`config.mk`:
```
export PLATFORM = sky130hd
export DESIGN_NAME = smm_operand_loader
export DESIGN_NICKNAME = d
export VERILOG_FILES = /design/src/rtl/smm_operand_loader.sv
export SDC_FILE = /design/constraint.sdc
export NUM_CORES = 1
export LEC_CHECK = 0
export CAP_MARGIN = 30
export CORE_UTILIZATION = 44
export CTS_BUF_LIST = sky130_fd_sc_hd__clkbuf_16
export DETAILED_ROUTE_END_ITERATION = 8
export PLACE_DENSITY = 0.76
export SYNTH_ARGS = -nofsm -noshare
export SYNTH_HDL_FRONTEND = slang
export SYNTH_SLANG_ARGS = --single-unit
export TNS_END_PERCENT = 10
```
`constraint.sdc`:
```
create_clock -name clk -period 1.8 [get_ports clk]
set_input_delay 0.36 -clock clk [delete_from_list [all_inputs] [get_ports clk]]
set_output_delay 0.36 -clock clk [all_outputs]
set_load 0.02 [all_outputs]
```
`src/rtl/smm_operand_loader.sv`:
```
// rtl/smm_operand_loader.sv - streams 18 elements into A/B, pulses SMM reset, waits LAT cycles, presents result
module smm_operand_loader #(
    parameter int BW  = 8,
    parameter int LAT = 9
) (
    input  logic          clk,
    input  logic          rst_n,
    input  logic          in_valid,
    input  logic [BW-1:0] in_data,
    output logic          in_ready,
    output logic [BW-1:0] A [3][3],
    output logic [BW-1:0] B [3][3],
    output logic          smm_rst_n,
    output logic          res_valid,
    input  logic          res_ready,
    output logic          busy
);

    typedef enum logic [1:0] {
        LOAD  = 2'd0,
        CLEAR = 2'd1,
        RUN   = 2'd2,
        DONE  = 2'd3
    } state_t;

    localparam logic [7:0] RUN_INIT = 8'(LAT - 1);
    localparam logic [4:0] LAST_K   = 5'd17;

    state_t     state;
    state_t     state_nxt;
    logic [4:0] k;
    logic [7:0] run_cnt;
    logic       accept;
    logic       last_elem;

    assign accept    = in_valid && in_ready;
    assign last_elem = accept && (k == LAST_K);

    always_ff @(posedge clk or negedge rst_n) begin
        if (!rst_n) begin
            state <= LOAD;
        end else begin
            state <= state_nxt;
        end
    end

    always_comb begin
        state_nxt = state;
        case (state)
            LOAD:    if (last_elem) state_nxt = CLEAR;
            CLEAR:   state_nxt = RUN;
            RUN:     if (run_cnt == 8'd0) state_nxt = DONE;
            DONE:    if (res_ready) state_nxt = LOAD;
            default: state_nxt = LOAD;
        endcase
    end

    always_comb begin
        in_ready  = (state == LOAD);
        busy      = (state != LOAD);
        res_valid = (state == DONE);
        smm_rst_n = rst_n && (state != CLEAR);
    end

    always_ff @(posedge clk or negedge rst_n) begin
        if (!rst_n) begin
            k <= 5'd0;
        end else if (accept) begin
            k <= last_elem ? 5'd0 : k + 5'd1;
        end
    end

    // Loaded while the SMM is held in reset so RUN counts exactly LAT cycles.
    always_ff @(posedge clk or negedge rst_n) begin
        if (!rst_n) begin
            run_cnt <= 8'd0;
        end else if (state == CLEAR) begin
            run_cnt <= RUN_INIT;
        end else if (state == RUN && run_cnt != 8'd0) begin
            run_cnt <= run_cnt - 8'd1;
        end
    end

    // accept implies LOAD, so the operands stay frozen for the whole multiply.
    always_ff @(posedge clk or negedge rst_n) begin
        if (!rst_n) begin
            for (int i = 0; i < 3; i++) begin
                for (int j = 0; j < 3; j++) begin
                    A[i][j] <= '0;
                    B[i][j] <= '0;
                end
            end
        end else if (accept) begin
            for (int i = 0; i < 3; i++) begin
                for (int j = 0; j < 3; j++) begin
                    if (k == 5'(3 * i + j)) A[i][j] <= in_data;
                    if (k == 5'(9 + 3 * i + j)) B[i][j] <= in_data;
                end
            end
        end
    end

endmodule
```
==> flow_metrics.tcl <==
set metrics [dict create \
    status "finished, violations left" \
    violations "negative setup slack" \
    place.gp.congestion 0.7632 \
    io_buffers 159 \
    fin_hold_ws_ns 0.03596 \
    postRouteAntennaNets 0 \
    yosysWarningCount 0 \
    drc 0 \
    worstMarginPinSlew_ns 0.8657 \
    final-setup-viol-count 10 \
    clockBufferDepth 2 \
    path_delay_family "simple AND/OR/NAND/NOR gates" \
    core_um2 13990 \
    grt_usage_pct 22.27 \
    synth_seq_area_share_pct 62.71 \
    maxCapViolations 0 \
    grt_pass1_vias 4467 \
    finalClockSkew_ns 0.008673 \
    via_count 4107 \
    clockRootBuffer "clkbuf_16" \
    clock_sinks 159 \
    clock_latency_ns 0.42 \
    synthDistinctLibCells 37 \
    final_nets 642 \
    synth_commonest_cells "159 x dfrtp_1, 140 x mux2_2, 22 x nand2_1" \
    crit_type "register to register" \
    tns_ns -0.02881 \
    synth_top_cell_by_area "dfrtp_1" \
    synth_area_leaders "dfrtp_1 63%, mux2_2 25%, ha_1 2.4%, nand2_1 1.3%, mux2_1 0.89%" \
    cp.required_ns 2.10 \
    path_max_fanout 8 \
    async_flop_share_pct 100.0 \
    drt-pass1-iter-count 3 \
    cts_buffers 17 \
    layout-drive-gt1-share_pct 37.14 \
    max_freq_mhz 553.0 \
    start_kind "register" \
    wl_per_cell_um 19.01 \
    grt_first_pass_wirelength_mm 24.44 \
    h-tree-depth 4 \
    p_total_mw 15.52 \
    ios 160 \
    vias_per_cell 5.070 \
    met2_usage_pct 37.15 \
    finalHoldViolations 0 \
    num_rows 43 \
    grt_max_degree 160 \
    place_hpwl_mm 10.53 \
    drv_slew 0 \
    path_cells "inv_2, ha_4, nand2_4, nor4b_4, buf_6, nand2_4, mux2_1" \
    areaGrowthSynthToFinish_pct 43.76 \
    synth_area_um2 6345 \
    critPathArrivalTime_ns 2.10 \
    drtIter0Drc 209 \
    yosysTopAreaCellShare_pct 62.71 \
    grt.busiest_layer "met2" \
    yosysMostFrequentCell "dfrtp_1" \
    die_area_um2 14900 \
    power_density_nw_per_um2 1701 \
    netlist_instances 419 \
    crit_top_cell "nand2_4" \
    synth_edf_count 0 \
    start_util_pct 45.36 \
    min_period_ns 1.808 \
    slew_headroom_pct 42.29 \
    drt_wl_total_mm 15.40 \
    crit_path_end_kind "register" \
    leakage_nw 4.389 \
    ys.flop_type "dfrtp_1" \
    use_met3_pct 7.163 \
    rsz0062_at_grt "true" \
    cts_tree "done" \
    worst-path-buf-inv 2 \
    synth_fp_nets 443 \
    antenna_found_initial 0 \
    ir_drop_mv 1.111 \
    grt_overflow 0 \
    cpPeakStageDelay_ns 0.41 \
    ys_ff_latch 159 \
    synth.avg_cell_area_um2 15.14 \
    diodes 0 \
    utilization_pct 65.21 \
    clk_pin_slew_ns 0.06 \
    die_y_um 122.1 \
    grt.met1_usage_pct 27.32 \
    period_share_pct 100.5 \
    cp_slowest_cell "dfrtp_1" \
    dieWidth_um 122.1 \
    min_path_type "primary input to asynchronous set/reset pin" \
    fin_ws_ns -0.008257 \
]
-- worst paths after layout --
| kind | cells after the start | to | slack (ns) | startpoint |
|---|---|---|---|---|
| hold / removal | 2 | state[1]$_DFFE_PN0P_ | 0.04 | rst_n |
| hold reg to reg | 1 | A[21]$_DFFE_PN0P_ | 0.50 | A[21]$_DFFE_PN0P_ |
| max in group asynchronous | 2 | A[41]$_DFFE_PN0P_ | 1.07 | rst_n |
| setup / recovery | 7 | A[6]$_DFFE_PN0P_ | -0.008 | state[0]$_DFFE_PN0P_ |
| setup reg to reg | 7 | A[6]$_DFFE_PN0P_ | -0.008 | state[0]$_DFFE_PN0P_ |
| min in group clk | 1 | A[21]$_DFFE_PN0P_ | 0.50 | A[21]$_DFFE_PN0P_ |
-- cell families after synthesis --
family / Yosys count / synth area share (%)
adders and majority gates: 12 / 2.366
buffers and inverters: 23 / 1.400
and+or+nand+nor: 60 / 5.029
AOI/OAI and AO/OA: 11 / 1.361
DFF: 159 / 62.71
muxes: 149 / 26.44
xor gates and xnor gates: 5 / 0.6903
-- power by group --
part	switching [mW]	internal, mW
clock network	1.32	2.26
logic	3.08	3.34
registers	0.740	4.78
-- worst register-to-register path, stage by stage (launching register included) --
cell     delay (ns)
dfrtp_1        0.41
inv_2          0.11
ha_4           0.18
nand2_4        0.09
nor4b_4        0.29
buf_6          0.18
nand2_4        0.10
mux2_1         0.34
-- area by class of cell --
cell class	count	area, um2
well taps	180	225.2
multi-input cells	237	2397
fillers	1036	4867
inverters	8	30.03
flip-flops and latches	159	3979
clock inverters	14	158.9
clock buffers	17	425.4
repair buffers	195	1906
-- sequential cells by signal (all words and copies together) (netlist names) --
signal and cells:
B 72, run_cnt 8, A 72, k 5, state 2
-- cells in the final DEF (no fill, tap or decap), types with 2 or more instances in the layout --
cell type        Yosys  layout
and2_1               2       2
buf_12               0       4
buf_2                2       2
buf_4                0      31
buf_6                0       2
bufinv_16            0       4
clkbuf_16            0      17
clkdlybuf4s50_1      0     153
clkinv_1             0       5
dfrtp_1            159     159
dlygate4sd2_1        0       2
ha_1                12       9
ha_2                 0       2
inv_1                8      10
inv_2                0       2
mux2_1               5       4
mux2_2             140     140
mux2_4               1       2
mux2i_1              3       3
nand2_1             22       7
nand2_2              0       9
nand2_4              0       6
nand3_1              2       2
nand4_1              3       3
nor2_1              13      13
nor2b_1              2       2
nor3_2               0       2
nor4b_4              0       2
o21ai_0              4       4
xnor2_1              3       3
xor2_1               2       2
-- stage by stage --
stage | cell area (um2) | worst slack, ns | cells
after floorplan | 6410 | -0.02513 | 419
after global placement | 8479 | -0.2793 | 778
after detailed placement | 8479 | -0.2857 | 778
after CTS | 9071 | -0.06422 | 810
after global routing | 9121 | -0.1203 | 810
final | 9121 | -0.008257 | 810
-- layer usage --
metal / vias to the layer above / routed length, um
li1: 1869 / -
met1: 2112 / 6592
met2: 111 / 7657
met3: 15 / 964
met4: 0 / 183
met5: - / 0
-- what timing repair did --
| action | CTS | global route |
|---|---|---|
| buffers inserted | 1 | 0 |
| hold buffers | 0 | 0 |
| gates resized for setup | 17 | 12 |
| pin swaps | 0 | 2 |
| gates cloned | 0 | 0 |
| endpoints found under the setup margin | 107 | 151 |
Note: power is estimated with default switching activity, not from simulation.
